--- config.mk ---
export PLATFORM = sky130hd
export DESIGN_NAME = fetch_queue_flat
export DESIGN_NICKNAME = d
export VERILOG_FILES = /design/src/rtl/fetch_pkg.sv /design/src/rtl/fetch_queue_if.sv /design/src/rtl/fetch_fifo.sv /design/src/rtl/fetch_queue.sv /design/src/flat_wrapper.sv
export SDC_FILE = /design/constraint.sdc
export NUM_CORES = 1
export LEC_CHECK = 0
export ABC_AREA = 1
export BUFFER_PORTS_ARGS = -buffer_cell sky130_fd_sc_hd__clkbuf_2
export CAP_MARGIN = 10
export CORE_MARGIN = 5
export CORE_UTILIZATION = 45
export CTS_CLUSTER_SIZE = 25
export DETAILED_ROUTE_END_ITERATION = 8
export GPL_TIMING_DRIVEN = 0
export PLACE_DENSITY = 0.61
export SKIP_LAST_GASP = 1
export SLEW_MARGIN = 10
export SYNTH_ARGS = -nofsm -noshare
export SYNTH_HDL_FRONTEND = slang
export SYNTH_SLANG_ARGS = --single-unit
export TNS_END_PERCENT = 1
--- constraint.sdc ---
create_clock -name clk_i -period 11.21 [get_ports clk_i]
set_input_delay 1.121 -clock clk_i [delete_from_list [all_inputs] [get_ports clk_i]]
set_output_delay 1.121 -clock clk_i [all_outputs]
set_load 0.01 [all_outputs]
--- src/rtl/fetch_pkg.sv ---
// Shared constants and the queue entry type for the instruction prefetch queue.
package fetch_pkg;

  localparam int XLEN = 32;
  localparam logic [31:0] NOP_INSTR = 32'h0000_0013;

  typedef struct packed {
    logic [XLEN-1:0] pc;
    logic [31:0]     instr;
  } fq_entry_t;

endpackage

--- src/rtl/fetch_queue_if.sv ---
// Fetch-side memory port plus decode-side valid/stall port of the prefetch queue.
interface fetch_queue_if #(
  parameter int XLEN  = 32,
  parameter int DEPTH = 4
);
  localparam int CW = $clog2(DEPTH) + 1;

  logic [XLEN-1:0] imem_addr;
  logic            imem_req;
  logic            imem_ready;
  logic [31:0]     instr;
  logic            redirect;
  logic [XLEN-1:0] redirect_pc;
  logic [31:0]     instr_d;
  logic [XLEN-1:0] pc_d;
  logic            valid_d;
  logic            stall_d;
  logic [CW-1:0]   count;

  // master is the queue itself; slave is the memory/execute/decode environment
  modport master (
    output imem_addr, imem_req, instr_d, pc_d, valid_d, count,
    input  imem_ready, instr, redirect, redirect_pc, stall_d
  );

  modport slave (
    input  imem_addr, imem_req, instr_d, pc_d, valid_d, count,
    output imem_ready, instr, redirect, redirect_pc, stall_d
  );

endinterface

--- src/rtl/fetch_fifo.sv ---
// Generic DEPTH-entry FIFO with wrapping pointers, occupancy count and a
// synchronous clear that overrides any same-cycle push or pop.
module fetch_fifo
  import fetch_pkg::*;
#(
  parameter int  DEPTH   = 4,
  parameter type entry_t = fq_entry_t
) (
  input  logic                   clk_i,
  input  logic                   rst_i,
  input  logic                   clr_i,
  input  logic                   push_i,
  input  logic                   pop_i,
  input  entry_t                 wdata_i,
  output entry_t                 rdata_o,
  output logic [$clog2(DEPTH):0] count_o,
  output logic                   full_o,
  output logic                   empty_o
);
  localparam int AW = $clog2(DEPTH);
  localparam int CW = AW + 1;

  entry_t          mem_q [DEPTH];
  logic [AW-1:0]   wr_ptr_q, wr_ptr_d;
  logic [AW-1:0]   rd_ptr_q, rd_ptr_d;
  logic [CW-1:0]   count_q, count_d;
  logic            do_push, do_pop;

  assign full_o  = (count_q == CW'(DEPTH));
  assign empty_o = (count_q == '0);

  // a full FIFO may still accept a write when the head leaves in the same cycle
  assign do_pop  = pop_i & ~empty_o & ~clr_i;
  assign do_push = push_i & (~full_o | do_pop) & ~clr_i;

  always_comb begin
    wr_ptr_d = wr_ptr_q;
    rd_ptr_d = rd_ptr_q;
    count_d  = count_q;
    if (clr_i) begin
      wr_ptr_d = '0;
      rd_ptr_d = '0;
      count_d  = '0;
    end else begin
      if (do_push) wr_ptr_d = wr_ptr_q + AW'(1);
      if (do_pop)  rd_ptr_d = rd_ptr_q + AW'(1);
      count_d = count_q + CW'(do_push) - CW'(do_pop);
    end
  end

  always_ff @(posedge clk_i or posedge rst_i) begin
    if (rst_i) begin
      wr_ptr_q <= '0;
      rd_ptr_q <= '0;
      count_q  <= '0;
    end else begin
      wr_ptr_q <= wr_ptr_d;
      rd_ptr_q <= rd_ptr_d;
      count_q  <= count_d;
    end
  end

  always_ff @(posedge clk_i) begin
    if (do_push) mem_q[wr_ptr_q] <= wdata_i;
  end

  assign rdata_o = mem_q[rd_ptr_q];
  assign count_o = count_q;

endmodule

--- src/rtl/fetch_queue.sv ---
// Instruction prefetch queue: owns the fetch PC, issues sequential fetches while
// there is room, and hands {PC, instr} pairs to decode; redirect flushes and restarts.
module fetch_queue
  import fetch_pkg::*;
#(
  parameter int              XLEN    = fetch_pkg::XLEN,
  parameter int              DEPTH   = 4,
  parameter logic [XLEN-1:0] PC_INIT = XLEN'(32'h0040_0000)
) (
  input  logic          clk_i,
  input  logic          rst_i,
  fetch_queue_if.master fq
);
  localparam int CW = $clog2(DEPTH) + 1;

  typedef struct packed {
    logic [XLEN-1:0] pc;
    logic [31:0]     instr;
  } entry_t;

  logic [XLEN-1:0] fetch_pc_q, fetch_pc_d;
  entry_t          wr_entry, head;
  logic [CW-1:0]   count;
  logic            full, empty;
  logic            pop, req, push;
  logic            unused_pc_lsbs;

  assign pop  = ~empty & ~fq.stall_d;
  // reset gates the request combinationally so it drops without waiting for an edge
  assign req  = (~full | pop) & ~fq.redirect & ~rst_i;
  assign push = req & fq.imem_ready;

  assign wr_entry = '{pc: fetch_pc_q, instr: fq.instr};

  fetch_fifo #(
    .DEPTH   (DEPTH),
    .entry_t (entry_t)
  ) u_fifo (
    .clk_i   (clk_i),
    .rst_i   (rst_i),
    .clr_i   (fq.redirect),
    .push_i  (push),
    .pop_i   (pop),
    .wdata_i (wr_entry),
    .rdata_o (head),
    .count_o (count),
    .full_o  (full),
    .empty_o (empty)
  );

  always_comb begin
    fetch_pc_d = fetch_pc_q;
    if (fq.redirect)  fetch_pc_d = {fq.redirect_pc[XLEN-1:2], 2'b00};
    else if (push)    fetch_pc_d = fetch_pc_q + XLEN'(4);
  end

  always_ff @(posedge clk_i or posedge rst_i) begin
    if (rst_i) fetch_pc_q <= PC_INIT;
    else       fetch_pc_q <= fetch_pc_d;
  end

  assign unused_pc_lsbs = ^fq.redirect_pc[1:0];

  assign fq.imem_addr = fetch_pc_q;
  assign fq.imem_req  = req;
  assign fq.valid_d   = ~empty;
  assign fq.instr_d   = empty ? NOP_INSTR : head.instr;
  assign fq.pc_d      = empty ? '0 : head.pc;
  assign fq.count     = count;

endmodule

--- src/flat_wrapper.sv ---
// flat-port wrapper written by rule: the top's interface ports become plain ports
module fetch_queue_flat import fetch_pkg::*;
#(
  parameter int              XLEN    = fetch_pkg::XLEN,
  parameter int              DEPTH   = 4,
  parameter logic [XLEN-1:0] PC_INIT = XLEN'(32'h0040_0000)
)
  (clk_i, rst_i, fq_imem_addr, fq_imem_req, fq_instr_d, fq_pc_d, fq_valid_d, fq_count, fq_imem_ready, fq_instr, fq_redirect, fq_redirect_pc, fq_stall_d);
  fetch_queue_if #(.XLEN(XLEN), .DEPTH(DEPTH)) fq_i ();
  input  logic clk_i;
  input  logic rst_i;
  output wire logic [$bits(fq_i.imem_addr)-1:0] fq_imem_addr;
  output wire logic [$bits(fq_i.imem_req)-1:0] fq_imem_req;
  output wire logic [$bits(fq_i.instr_d)-1:0] fq_instr_d;
  output wire logic [$bits(fq_i.pc_d)-1:0] fq_pc_d;
  output wire logic [$bits(fq_i.valid_d)-1:0] fq_valid_d;
  output wire logic [$bits(fq_i.count)-1:0] fq_count;
  input wire logic [$bits(fq_i.imem_ready)-1:0] fq_imem_ready;
  input wire logic [$bits(fq_i.instr)-1:0] fq_instr;
  input wire logic [$bits(fq_i.redirect)-1:0] fq_redirect;
  input wire logic [$bits(fq_i.redirect_pc)-1:0] fq_redirect_pc;
  input wire logic [$bits(fq_i.stall_d)-1:0] fq_stall_d;
  assign fq_imem_addr = fq_i.imem_addr;
  assign fq_imem_req = fq_i.imem_req;
  assign fq_instr_d = fq_i.instr_d;
  assign fq_pc_d = fq_i.pc_d;
  assign fq_valid_d = fq_i.valid_d;
  assign fq_count = fq_i.count;
  assign fq_i.imem_ready = fq_imem_ready;
  assign fq_i.instr = fq_instr;
  assign fq_i.redirect = fq_redirect;
  assign fq_i.redirect_pc = fq_redirect_pc;
  assign fq_i.stall_d = fq_stall_d;
  fetch_queue #(.XLEN(XLEN), .DEPTH(DEPTH), .PC_INIT(PC_INIT)) u_core (.clk_i(clk_i), .rst_i(rst_i), .fq(fq_i));
endmodule
==> summary.txt <==
Route
  – Iter 0 DRT Violations: 574
  – Post-route ant nets: 0
  – Drt wl/cell: 18.2 um
  – Via count: 8968
  – Vias per cell: 5.21
  – TritonRoute pass-1 iters: 5
  – Drt drc: 0
  – Routed wire length: 31200 um

Yosys
  – Ys async rst share: 13.0%
  – Number of flops mapped to enable cells by yosys: 248
  – Register area share after synthesis: 67.9%
  – Synth area leader: edfxtp_1
  – Top cells by area, synth: edfxtp_1 (60%), nor2_1 (8.6%), dfrtp_1 (7.3%)
  – Simple-gate share of the synthesized area: 17.9%
  – Mapped Cells: 1150
  – Syn Area/Cell: 10.7 um^2
  – Synthesis Warnings: 0
  – Synthesized cell area: 0.0123 mm^2
  – Netlist cell types: 36
  – Mux share of post-synthesis cell area: 0%
  – Flop and latch count out of synthesis: 285
  – Share of the synthesized area in the top cell type: 60.4%
  – XOR/XNOR Fraction of Synth Area: 0.355%
  – Synth Area in Compound Gates: 8.43%
  – Predominant post-synthesis flop cell: edfxtp_1
  – Adder-cell share of the synthesized area: 0.873%
  – Largest family of logic cells by synthesized area: simple AND/OR/NAND/NOR gates

CTS
  – Root Driver: clkbuf_16
  – CTS sink cnt: 285
  – Resize count post-CTS: 0
  – Clock Latency Late Sink: 0.54 ns
  – Worst-path clk slew: 0.06 ns
  – CTS H-tree depth: 1
  – Setup Buffers After CTS: 0
  – Clock tree buffer depth: 3
  – Hold buffer count at CTS: 0
  – CTS buffer count: 29
  – CTS tree: yes

Pwr
  – Comb pwr share: 25.5%
  – Leak: 5.80 nW
  – VDD IR-drop max: 0.192 mV
  – Pwr Density: 204 mW/mm^2
  – Clock Power Share: 32.9%
  – Internal power: 0.00206 W
  – Share of power burned in registers: 41.5%
  – Switch share: 32.0%
  – P_sw: 0.000970 W

Timing
  – Final-report setup violation count: 0
  – Fmax: 0.275 GHz
  – Final Hold Viols: 0
  – RSZ-0062 raised after global routing: false
  – Slew HR: 54.6%
  – Clock skew: 0.0112 ns
  – Tightest Pin Transition: 0.679 ns
  – Final Cycle Share: 32.5%
  – Sum of negative setup slack: 0 ns
  – Final Max Slew Viols: 0
  – Min Tclk post-route: 3.64 ns
  – Hold_ws: 0.492 ns

Worst setup path
  – Crit path kind: flop to output pin
  – WP data required: 10.09 ns
  – Worst Path Max Fanout: 10
  – CP startpoint kind: flop
  – Crit path DAT: 2.52 ns
  – CP endpoint kind: output pin

Cells and area
  – ANT cells: 0
  – Core Util, Final: 55.1%
  – Fin cells: 1721
  – Most frequent cells in the layout: nor2_1 (280), edfxtp_1 (248), clkbuf_2 (164)
  – Most common cell after layout, fill and taps aside: nor2_1
  – Area delta synth->final: 20.4%
  – Fill cells: 2341
  – Share of cells above drive strength 1: 21.0%
  – Nets: 1434

Run
  – Max-cap violations: 0

GRT
  – Largest net degree at the start of global routing: 32
  – Initial antenna violation count: 0
  – First-pass GRT wire length: 48500 um
  – GRT Total Usage: 20.0%
  – Vias in the first global route: 8786
  – Gr ovfl total: 0

Placed design
  – Placed Cells: 1667
  – Post-DP HPWL: 20900 um
  – RD Place Congestion: 0.821
  – Port Buffer Count: 162

Floorplanning
  – Die width: 176 um
  – I/O pin total: 170
  – Starting Density: 45.7%
  – Die extent in y: 176 um
  – DIE AREA: 0.0308 mm^2
  – Core Region: 0.0270 mm^2
  – Cell row count: 60

Worst hold path
  – Worst hold-check path type: input port to asynchronous set/reset pin

Status
  – Status: completed
-- logic make-up after synthesis --
group,Yosys count
other cells,1
simple gates,536
fa+ha+maj,8
xor+xnor,5
buf+inv,115
compound gates,200
flops,285
-- worst max-delay path, cell delays in order (launching register included) --
cell and delay [ns]:
dfrtp_1 0.43, inv_1 0.08, nand2_1 0.08, nor2_2 0.48
clkbuf_1 0.52, a21oi_1 0.19, clkbuf_2 0.18
-- layout make-up --
class                           instances  area, um^2  share of cell area (%)
Sequential cell                       285        8370                    56.4
Multi-Input combinational cell        753        3450                    23.2
Timing Repair Buffer                  173        1050                    7.10
Clock buffer                           37         776                    5.23
Tap cell                              341         427                    2.87
Buffer                                 61         342                    2.30
Clock inverter                         17         221                    1.49
Inverter                               54         205                    1.38
-- layer usage --
layer  part of all wire [%]  vias to the layer above  global-route usage [%]  routed length (um)
met2                     46                      345                    32.7               14500
li1                       -                     4336                       -                   -
met5                      0                        -                       0                   0
met3                    7.5                       51                    2.86                2340
met1                     44                     4236                    28.3               13700
met4                    2.3                        0                    5.07                 712
-- power groups by stage --
stage | Combinational (W) | Clock [W] | Sequential, W
after floorplan | 0.000433 | 0 | 0.00127
after global placement | 0.000764 | 0 | 0.00128
after detailed placement | 0.000782 | 0 | 0.00128
after CTS | 0.000786 | 0.00101 | 0.00126
after global routing | 0.000853 | 0.00106 | 0.00127
final | 0.000774 | 0.000998 | 0.00126
-- state kept, by name (all words and copies together) (netlist names) --
signal                  cells
u_core.fq.imem_addr        30
u_core.u_fifo.wr_ptr_q      2
u_core.u_fifo.mem_q       248
u_core.u_fifo.rd_ptr_q      2
u_core.u_fifo.count_o       3
-- through the flow --
step,power [W],setup slack [ns],area (um^2)
global route,0.00318,7.42,14800
global placement,0.00205,4.21,13600
floorplan,0.00170,6.40,12300
detailed placement,0.00206,8.04,13800
CTS,0.00306,7.51,14800
finish,0.00303,7.57,14800
-- worst paths after layout --
check,from,endpoint,slack (ns),cells past startpoint
max,u_core.u_fifo.count_o[1],fq_pc_d[10],7.57,6
min reg2reg,u_core.fq.imem_addr[22],u_core.u_fifo.mem_q[2][54],0.61,0
max reg2reg,u_core.u_fifo.count_o[1],u_core.u_fifo.count_o[2],8.36,13
max in group asynchronous,rst_i,u_core.fq.imem_addr[22],10.22,3
min in group clk_i,u_core.fq.imem_addr[22],u_core.u_fifo.mem_q[2][54],0.61,0
min,rst_i,u_core.u_fifo.count_o[0],0.49,2
-- Yosys cell counts, drive strengths merged (2+ instances only) --
library cell	number
inv	52
nand2	165
and2	2
o21bai	8
buf	35
dfrtp	36
ha	7
nor2	298
xnor2	5
o21ai	124
o211ai	2
nand3b	2
nand3	66
o311ai	3
clkbuf	26
edfxtp	248
a21oi	62
clkinv	2
Power figures use the tool's default switching activity.
